[src/rtl/log_pkg.sv]
// Shared widths, default pipeline latency and the in-flight tracker entry
// for the log pipeline scheduler.
package log_pkg;

    localparam int MAN_W     = 24;
    localparam int EXP_W     = 38;
    localparam int LOG_W     = 25;
    localparam int LOG_LAT   = 25;
    localparam int TAG_MAX_W = 3;   // wide enough for up to 8 requesters

    typedef struct packed {
        logic                 vld;
        logic [TAG_MAX_W-1:0] tag;
    } trk_entry_t;

endpackage

[src/rtl/log_rsp_fifo.sv]
// Per-requester response FIFO: registered output (no fall-through),
// simultaneous push/pop, occupancy count.
module log_rsp_fifo #(
    parameter int DEPTH = 4,
    parameter int WIDTH = 63
) (
    input  logic                     clk,
    input  logic                     rst_n,
    input  logic                     push_i,
    input  logic [WIDTH-1:0]         data_i,
    input  logic                     pop_i,
    output logic [WIDTH-1:0]         data_o,
    output logic [$clog2(DEPTH):0]   count_o
);

    localparam int AW = $clog2(DEPTH);

    logic [WIDTH-1:0] mem_q [DEPTH];
    logic [AW-1:0]    wr_q;
    logic [AW-1:0]    rd_q;
    logic [AW:0]      cnt_q;
    logic             do_push;
    logic             do_pop;

    always_comb begin
        do_pop  = pop_i && (cnt_q != '0);
        do_push = push_i && ((cnt_q != (AW+1)'(DEPTH)) || do_pop);
    end

    always_ff @(posedge clk or negedge rst_n) begin
        if (!rst_n) begin
            wr_q  <= '0;
            rd_q  <= '0;
            cnt_q <= '0;
        end else begin
            if (do_push) wr_q <= wr_q + AW'(1);
            if (do_pop)  rd_q <= rd_q + AW'(1);
            cnt_q <= cnt_q + (AW+1)'(do_push) - (AW+1)'(do_pop);
        end
    end

    // NOTE: storage is deliberately not reset; the pointers and count define
    // what is valid, and an unreset array maps onto plain RAM cells.
    always_ff @(posedge clk) begin
        if (do_push) mem_q[wr_q] <= data_i;
    end

    assign data_o  = (cnt_q != '0) ? mem_q[rd_q] : '0;
    assign count_o = cnt_q;

endmodule

[src/rtl/log_scheduler.sv]
// Round-robin, credit-flow-controlled sharing of one fixed-latency log
// pipeline; a valid/tag shift register steers results into per-requester FIFOs.
module log_scheduler
    import log_pkg::*;
#(
    parameter int NREQ      = 4,
    parameter int LAT       = LOG_LAT,
    parameter int RES_DEPTH = 4
) (
    input  logic                  clk,
    input  logic                  rst_n,
    input  logic [NREQ-1:0]       req_valid,
    output logic [NREQ-1:0]       req_ready,
    input  logic [NREQ*MAN_W-1:0] req_man,
    input  logic [NREQ*EXP_W-1:0] req_exp,
    output logic [MAN_W-1:0]      pl_man,
    output logic [EXP_W-1:0]      pl_exp,
    input  logic [LOG_W-1:0]      pl_log,
    input  logic [EXP_W-1:0]      pl_exp_o,
    output logic [NREQ-1:0]       rsp_valid,
    input  logic [NREQ-1:0]       rsp_ready,
    output logic [NREQ*LOG_W-1:0] rsp_log,
    output logic [NREQ*EXP_W-1:0] rsp_exp,
    output logic                  busy
);

    localparam int TAG_W  = $clog2(NREQ);
    localparam int CRED_W = $clog2(RES_DEPTH + 1);
    localparam int CNT_W  = $clog2(RES_DEPTH) + 1;
    localparam int FW     = LOG_W + EXP_W;

    logic [CRED_W-1:0] credit_q [NREQ];
    logic [CRED_W-1:0] credit_d [NREQ];
    logic [TAG_W-1:0]  ptr_q, ptr_d;
    logic [TAG_W-1:0]  gnt_idx;
    logic              gnt_any;
    logic [NREQ-1:0]   rsp_push;
    logic [NREQ-1:0]   rsp_pop;
    trk_entry_t        trk_q [LAT];
    trk_entry_t        trk_in;
    logic              trk_any;
    logic              busy_q, busy_d;

    // NOTE: combinational blocks use blocking '=' so later statements see
    // earlier results; every output gets a default first so no latch appears.
    always_comb begin
        int idx;
        idx     = 0;
        gnt_any = 1'b0;
        gnt_idx = '0;
        for (int off = 0; off < NREQ; off++) begin
            idx = int'(ptr_q) + off;
            if (idx >= NREQ) idx = idx - NREQ;
            if (!gnt_any && req_valid[idx] && (credit_q[idx] != '0)) begin
                gnt_any = 1'b1;
                gnt_idx = TAG_W'(idx);
            end
        end
    end

    always_comb begin
        req_ready = '0;
        pl_man    = '0;
        pl_exp    = '0;
        ptr_d     = ptr_q;
        if (gnt_any) begin
            req_ready[gnt_idx] = 1'b1;
            pl_man = req_man[gnt_idx*MAN_W +: MAN_W];
            pl_exp = req_exp[gnt_idx*EXP_W +: EXP_W];
            ptr_d  = (gnt_idx == TAG_W'(NREQ - 1)) ? '0 : gnt_idx + TAG_W'(1);
        end
    end

    assign rsp_pop = rsp_valid & rsp_ready;

    always_comb begin
        for (int i = 0; i < NREQ; i++) begin
            credit_d[i] = credit_q[i] - CRED_W'(req_ready[i]) + CRED_W'(rsp_pop[i]);
        end
    end

    // The pipeline carries no valid, so the tracker alone decides what is a result.
    always_comb begin
        trk_in  = '{vld: gnt_any, tag: TAG_MAX_W'(gnt_idx)};
        trk_any = 1'b0;
        for (int k = 0; k < LAT; k++) trk_any = trk_any | trk_q[k].vld;
        for (int i = 0; i < NREQ; i++) begin
            rsp_push[i] = trk_q[LAT-1].vld && (trk_q[LAT-1].tag == TAG_MAX_W'(i));
        end
        busy_d = gnt_any || trk_any || (|rsp_valid);
    end

    always_ff @(posedge clk or negedge rst_n) begin
        if (!rst_n) begin
            ptr_q  <= '0;
            busy_q <= 1'b0;
            for (int i = 0; i < NREQ; i++) credit_q[i] <= CRED_W'(RES_DEPTH);
            for (int k = 0; k < LAT; k++)  trk_q[k] <= '0;
        end else begin
            ptr_q  <= ptr_d;
            busy_q <= busy_d;
            for (int i = 0; i < NREQ; i++) credit_q[i] <= credit_d[i];
            trk_q[0] <= trk_in;
            for (int k = 1; k < LAT; k++)  trk_q[k] <= trk_q[k-1];
        end
    end

    assign busy = busy_q;

    for (genvar i = 0; i < NREQ; i++) begin : g_rsp
        logic [FW-1:0]    dout;
        logic [CNT_W-1:0] cnt;

        log_rsp_fifo #(
            .DEPTH (RES_DEPTH),
            .WIDTH (FW)
        ) u_fifo (
            .clk     (clk),
            .rst_n   (rst_n),
            .push_i  (rsp_push[i]),
            .data_i  ({pl_log, pl_exp_o}),
            .pop_i   (rsp_pop[i]),
            .data_o  (dout),
            .count_o (cnt)
        );

        assign rsp_valid[i]               = (cnt != '0);
        assign rsp_log[i*LOG_W +: LOG_W]  = dout[FW-1:EXP_W];
        assign rsp_exp[i*EXP_W +: EXP_W]  = dout[EXP_W-1:0];
    end

endmodule

[config.mk]
export PLATFORM = sky130hd
export DESIGN_NAME = log_scheduler
export DESIGN_NICKNAME = d
export VERILOG_FILES = /design/src/rtl/log_pkg.sv /design/src/rtl/log_rsp_fifo.sv /design/src/rtl/log_scheduler.sv
export SDC_FILE = /design/constraint.sdc
export NUM_CORES = 1
export LEC_CHECK = 0
export ABC_AREA = 1
export BUFFER_PORTS_ARGS = -buffer_cell sky130_fd_sc_hd__buf_2
export CAP_MARGIN = 20
export CORE_ASPECT_RATIO = 0.8
export CORE_UTILIZATION = 45
export CTS_CLUSTER_DIAMETER = 50
export DETAILED_ROUTE_END_ITERATION = 7
export HOLD_SLACK_MARGIN = 0.02
export SYNTH_ARGS = -nofsm -noshare
export SYNTH_HDL_FRONTEND = slang
export SYNTH_SLANG_ARGS = --single-unit
[constraint.sdc]
create_clock -name clk -period 8.2 [get_ports clk]
set_input_delay 0.82 -clock clk [delete_from_list [all_inputs] [get_ports clk]]
set_output_delay 0.82 -clock clk [all_outputs]
set_load 0.05 [all_outputs]
======== Yosys cells after proc, flatten, opt, wreduce, memory -nomap -nowiden ========
Memories as Yosys holds them, arrays and structs flattened.
Index checks and enable logic that the tools add are counted.
W data, S select, Z words.
operators by class
  eq/ne operators ......................... 8
  $lt $le $gt $ge ......................... 14
  divide/modulo/power cells ............... 0
  multiply operators ...................... 2
  muxes and demuxes ....................... 54
  bitwise logic cells ..................... 29
  shift operators ......................... 2
  add/subtract/negate cells ............... 32
  reductions and logical operators ........ 39
operator list
  kind                   number
  $mux W63               4
  $shiftx A152 B9 Y38    1
  $ge A32 B3 Y1 const B  4
  $lt A32 B4 Y1 const B  4
  $mux W32               4
  $not A32 Y32           4
  $shiftx A96 B8 Y24     1
  $mux W38               1
  $add A3 B1 Y3          8
  $bmux W3 S2            4
  $mux W24               1
  $mux W3                8
  $or A1 B1 Y1           24
  $reduce_bool A3 Y1     8
  $sub A3 B1 Y3          8
  $mux W1                21
  $logic_and A1 B1 Y1    20
  $add A2 B1 Y2 const B  9
  $ne A3 B3 Y1 const B   4
  $sub A3 B3 Y4 const B  3
  $mux W2                5
  $ge A3 B3 Y1 const B   3
  $bmux W1 S2            4
  $mul A2 B5 Y7 const B  1
  16 further kinds       26
storage, ports and cells
  RAM bits ................................ 1008
  latch bits .............................. 0
  ROM bits ................................ 0
  output and inout bits ................... 323
  word-level logic and storage cells ...... 252
  memories kept ........................... 4
  flip-flop bits (word level) ............. 118
memories
  memory                 depth  width  rd ports  clocked after Yosys merged registers in  wr ports  line                source
  g_rsp[0].u_fifo.mem_q  4      63     1         0                                        1         log_rsp_fifo.sv:18  logic [WIDTH-1:0] mem_q [DEPTH];
  g_rsp[1].u_fifo.mem_q  4      63     1         0                                        1         log_rsp_fifo.sv:18
  g_rsp[2].u_fifo.mem_q  4      63     1         0                                        1         log_rsp_fifo.sv:18
  g_rsp[3].u_fifo.mem_q  4      63     1         0                                        1         log_rsp_fifo.sv:18

======== Longest topological paths before layout ========
  word-level depth ........................ 28
  mapped depth ............................ 23
  mapped depth without buffers ............ 21

======== Cells and area by module ========
Synthesis repeated with hierarchy kept, for this count alone.
unflattened totals
  cell total of the unflattened synthesis .. 5060
  area, all modules ....................... 50019.2 um2
modules (own cells, without submodules)
  module                               seq. area each (um2)  times used  area each (um2)  cells an instance
  log_rsp_fifo at g_rsp[0].u_fifo ...  7742.4                2           11055.6          1046
  log_rsp_fifo at g_rsp[2].u_fifo ...  7742.4                2           11050.6          1046
  log_scheduler                        2257.2                1           5806.8           876

======== Least setup slack after synthesis ========
No wires, ideal clock.
  path type ............................... input-to-reg
  start point ............................. in rsp_ready[0]
  end point ............................... mem g_rsp[0].u_fifo.mem_q[0][0] (enable)
  arrival time ............................ 4146 ps
  setup slack ............................. 3570 ps
  stages .................................. 5
  required time ........................... 7715 ps
  library setup time ...................... 485 ps
  cell sequence ........................... inv_1 nand3_1 nor3b_1 inv_1 nor2_1
on the way
  cells in the longest elaborated chain, start to end .. 6
ends and longest elaborated chain
  what                               line                 source
  start: declaration                 log_scheduler.sv:21  input logic [NREQ-1:0] rsp_ready,
  $and A4 B4 Y4                      log_scheduler.sv:74  assign rsp_pop = rsp_valid & rsp_ready;
  $logic_and A1 B1 Y1                log_rsp_fifo.sv:26   do_pop = pop_i && (cnt_q != '0);
  $logic_or A1 B1 Y1                 log_rsp_fifo.sv:27   do_push = push_i && ((cnt_q != (AW+1)'(DEPTH)) || do_pop);
  $logic_and A1 B1 Y1                log_rsp_fifo.sv:27
  named net g_rsp[0].u_fifo.do_push  log_rsp_fifo.sv:22   logic do_push;
  $mux W1                            log_rsp_fifo.sv:45   if (do_push) mem_q[wr_q] <= data_i;
  $mux W1 (not written as such)      log_rsp_fifo.sv:45
  end: declaration                   log_rsp_fifo.sv:18
The timed path passes the listed nets, and every way through them passes these cells.

======== Worst setup path in the final report ========
  start point ............................. reg ptr_q[0]
  end point ............................... out pl_man[3]
on the way
  cells in the longest elaborated chain, start to end .. 24
  elaborated cells on any way between the ends .. 68
  those cells by class .................... add/sub: 7; mul: 1; order compare: 4; shift: 1; mux: 37; bitwise: 4; reduce/logical: 14
ends and longest elaborated chain
  what                                           line                  source
  start: declaration                             log_scheduler.sv:34   logic [TAG_W-1:0] ptr_q, ptr_d;
  start signal: assignment                       log_scheduler.sv:100  ptr_q <= ptr_d;
  $sub A2 B3 Y4 or $ge A2 B3 Y1 (tied branches)  log_scheduler.sv:53   if (idx >= NREQ) idx = idx - NREQ;
  $mux W32                                       log_scheduler.sv:53
  $not A32 Y32 (not written as such)             log_scheduler.sv:54   if (!gnt_any && req_valid[idx] && (credit_q[idx] != '0)) begin
  $bmux W3 S2                                    log_scheduler.sv:54
  $mux W3 (not written as such) (2 in series)    log_scheduler.sv:54
  $reduce_bool A3 Y1                             log_scheduler.sv:54
  $logic_and A1 B1 Y1                            log_scheduler.sv:54
  $mux W1                                        log_scheduler.sv:54
  [... 5 more ...]                               n/a
  $logic_and A1 B1 Y1 (2 in series)              log_scheduler.sv:54
  $mux W1                                        log_scheduler.sv:54
  $logic_not A1 Y1                               log_scheduler.sv:54
  $logic_and A1 B1 Y1 (2 in series)              log_scheduler.sv:54
  $mux W2                                        log_scheduler.sv:54
  $mul A2 B2 Y4                                  log_scheduler.sv:68   pl_man = req_man[gnt_idx*MAN_W +: MAN_W];
  $shiftx A96 B8 Y24                             log_scheduler.sv:68
  $mux W24 (*)                                   log_scheduler.sv:66   if (gnt_any) begin
  end: declaration                               log_scheduler.sv:16   output logic [MAN_W-1:0] pl_man,
Every way passes the cells marked *; elsewhere a longest branch is shown, timed or not. The select of a mux whose other input is x is not followed.

==> results by group <==
Worst setup path
  – Crit path max fanout: 96
  – Worst Setup Start Kind: register
  – Setup CP Type: register to primary output
  – WP data arrival: 4940 ps
  – Worst path required time: 7380 ps
  – Worst setup EP type: primary output

Timing
  – Fmax: 174 MHz
  – Fin. max-slew vios: 0
  – Worst-Margin Slew: 1060 ps
  – Final min period: 5760 ps
  – RSZ-0062 raised after global routing: no
  – TNS Setup: 0 ps
  – Worst-case clock skew: 12.2 ps
  – Setup violators final: 0
  – Setup ws final: 2440 ps
  – Final hold vios: 0
  – Fin crit share: 70.2%
  – Slew margin rel.: 29.0%

Detailed routing
  – Via Count: 32,800
  – WL per Instance: 23.7 microns
  – Drt first pass iters: 7
  – DR iter-0 viols: 3,745
  – Vias per inst: 5.40
  – # DRC: 0
  – Routed Wire Length: 144,000 microns
  – Post-route ant nets: 0

Floorplan
  – Die area: 105,000 sq um
  – Starting density of the core: 45.4%
  – Die Span Y: 290 microns
  – Floorplan Core Area: 102,000 sq um
  – Top-Level Pins: 644
  – Rows: 105
  – Die X: 362 microns

Run
  – Number of max-cap violations: 0

Yosys
  – Post-synth EDFFs: 1,008
  – Sequential share of the synthesized area: 71.4%
  – Mean post-synth cell area: 11.4 sq um
  – Syn_nets: 4,437
  – Synth Warn #: 0
  – Post-synthesis register bit count: 1,126
  – Asr flop ratio synth: 10.5%
  – Synthesized area: 46,600 sq um
  – Top_reg_cell synth: edfxtp_1
  – Yosys top cell by area: edfxtp_1
  – Post-synthesis cell count: 4,072
  – Synth area leaders: edfxtp_1, nor2_1, dfrtp_1
  – Synth cell types: 34
  – Top-area cell type share of the netlist area: 65.0%

Placed design
  – Routability cong.: 1.05
  – Place WS: 3150 ps
  – # port buffers: 643
  – DP HPWL: 87,200 microns

Clock tree
  – PostCTS Resize Cnt: 0
  – Clk root buf: clkbuf_16
  – Clock transition at the registers of the reported paths: 70 ps
  – Post-CTS Setup Bufs: 0
  – # clock sinks: 1,126
  – Clk Latency, worst-skew pair: 680 ps
  – TritonCTS clock tree: built
  – CTS buffer count: 107
  – Clock Tree Buf Depth: 3
  – Hold buffers post-CTS: 0
  – CTS H-tree lvls: 3

Global route
  – Initial antenna violation count: 18
  – Grt ovf: 0
  – Vias in the first global route: 30,200
  – First-pass GRT wire length: 207,000 microns
  – GR Util All Layers: 26.8%
  – Largest net degree at the start of global routing: 97

Layout
  – Final net count: 4,993
  – Most frequent cells in the layout: nor2_1, edfxtp_1, buf_2
  – Synthesis-to-finish area growth: 17.2%
  – Commonest non-fill, non-tap cell in the layout: nor2_1
  – Share of cells above drive strength 1: 19.1%

Run status
  – Status: complete, no violations

Worst hold path
  – Worst hold path type: primary input to async pin
[stage by stage]
stage / cell area [sq um] / utilization [%] / std cells / hold slack, ps
5_1_grt: 54500 / 53.2 / 6057 / 178
3_5_place_dp: 51000 / 49.8 / 5854 / 335
2_1_floorplan: 46600 / - / 4072 / 331
6_report: 54600 / 53.2 / 6069 / 161
4_1_cts: 54500 / 53.2 / 6051 / 144
3_3_place_gp: 51000 / 49.8 / 5854 / 334
[worst max-delay path: stages, from the launching register on]
cell     delay, ps
dfrtp_1        680
inv_2          150
nand2_1         90
nand2_1        120
nand2_1        120
inv_2           30
nand3_1         50
nand2_1        120
nor2_4         150
nand3_2        130
nand2_4        520
nand2_4        410
buf_4          560
nand2_1        160
nand3_1         70
a21oi_1        470
buf_2          370
[cell families after synthesis]
| group | after synthesis | share of synthesized area (%) |
|---|---|---|
| XOR/XNOR | 28 | 0.527 |
| AO/OA/AOI/OAI | 829 | 8.93 |
| flip-flops | 1126 | 71.4 |
| adder cells (fa/ha/maj) | 44 | 1.31 |
| AND/OR/NAND/NOR | 1511 | 13.4 |
| buffers and inverters | 534 | 4.48 |
[sequential cells by signal, summed over array words and instances, names as in the netlist]
register              cells
g_rsp.u_fifo.mem_q     1008
trk_q                    75
credit_q                 12
g_rsp.u_fifo.count_o     12
g_rsp.u_fifo.rd_q         8
g_rsp.u_fifo.wr_q         8
ptr_q                     2
busy                      1
[final cells by class]
cell class / instances / area, sq um
clock buffer: 130 / 2840
clock inverter: 67 / 636
tap: 1337 / 1670
sequential: 1126 / 33300
inverter: 288 / 1090
multi-input combinational: 2412 / 11400
fill: 8960 / 47900
timing repair buffer: 693 / 3630
antenna: 16 / 40.0
[layer usage]
layer	track usage (%)	up-vias	part of all wire, %
met1	41.7	16200	47
met4	4.59	8	1.5
met3	5.61	158	8.5
li1	-	15100	-
met5	0	-	0.038
met2	39.2	1312	43
[worst paths after layout]
path                       startpoint                 endpoint  slack (ps)  cells after the start
setup / recovery             ptr_q[0]                pl_man[3]        2440                     16
hold / removal                  rst_n                 ptr_q[1]         160                      1
max in group asynchronous       rst_n  g_rsp[1].u_fifo.rd_q[0]        6580                      2
hold reg to reg             trk_q[89]                trk_q[85]         340                      0
setup reg to reg             ptr_q[0]              credit_q[2]        3760                     19
min in group clk            trk_q[89]                trk_q[85]         340                      0
[synthesized netlist by cell type, types with 6 or more instances]
| cell type | count |
|---|---|
| inv_2 | 12 |
| ha_1 | 36 |
| nand2_1 | 185 |
| clkbuf_1 | 180 |
| inv_1 | 270 |
| fa_1 | 8 |
| xnor2_1 | 15 |
| edfxtp_1 | 1008 |
| a21oi_1 | 316 |
| buf_2 | 33 |
| o21ai_0 | 509 |
| nand3b_1 | 62 |
| buf_1 | 27 |
| nor2_1 | 1043 |
| dfrtp_1 | 114 |
| clkinv_1 | 6 |
| xor2_1 | 13 |
| nand3_1 | 199 |
Power is not shown: default switching activity piles up to over one toggle a cycle in this logic, so the estimate is an artifact.
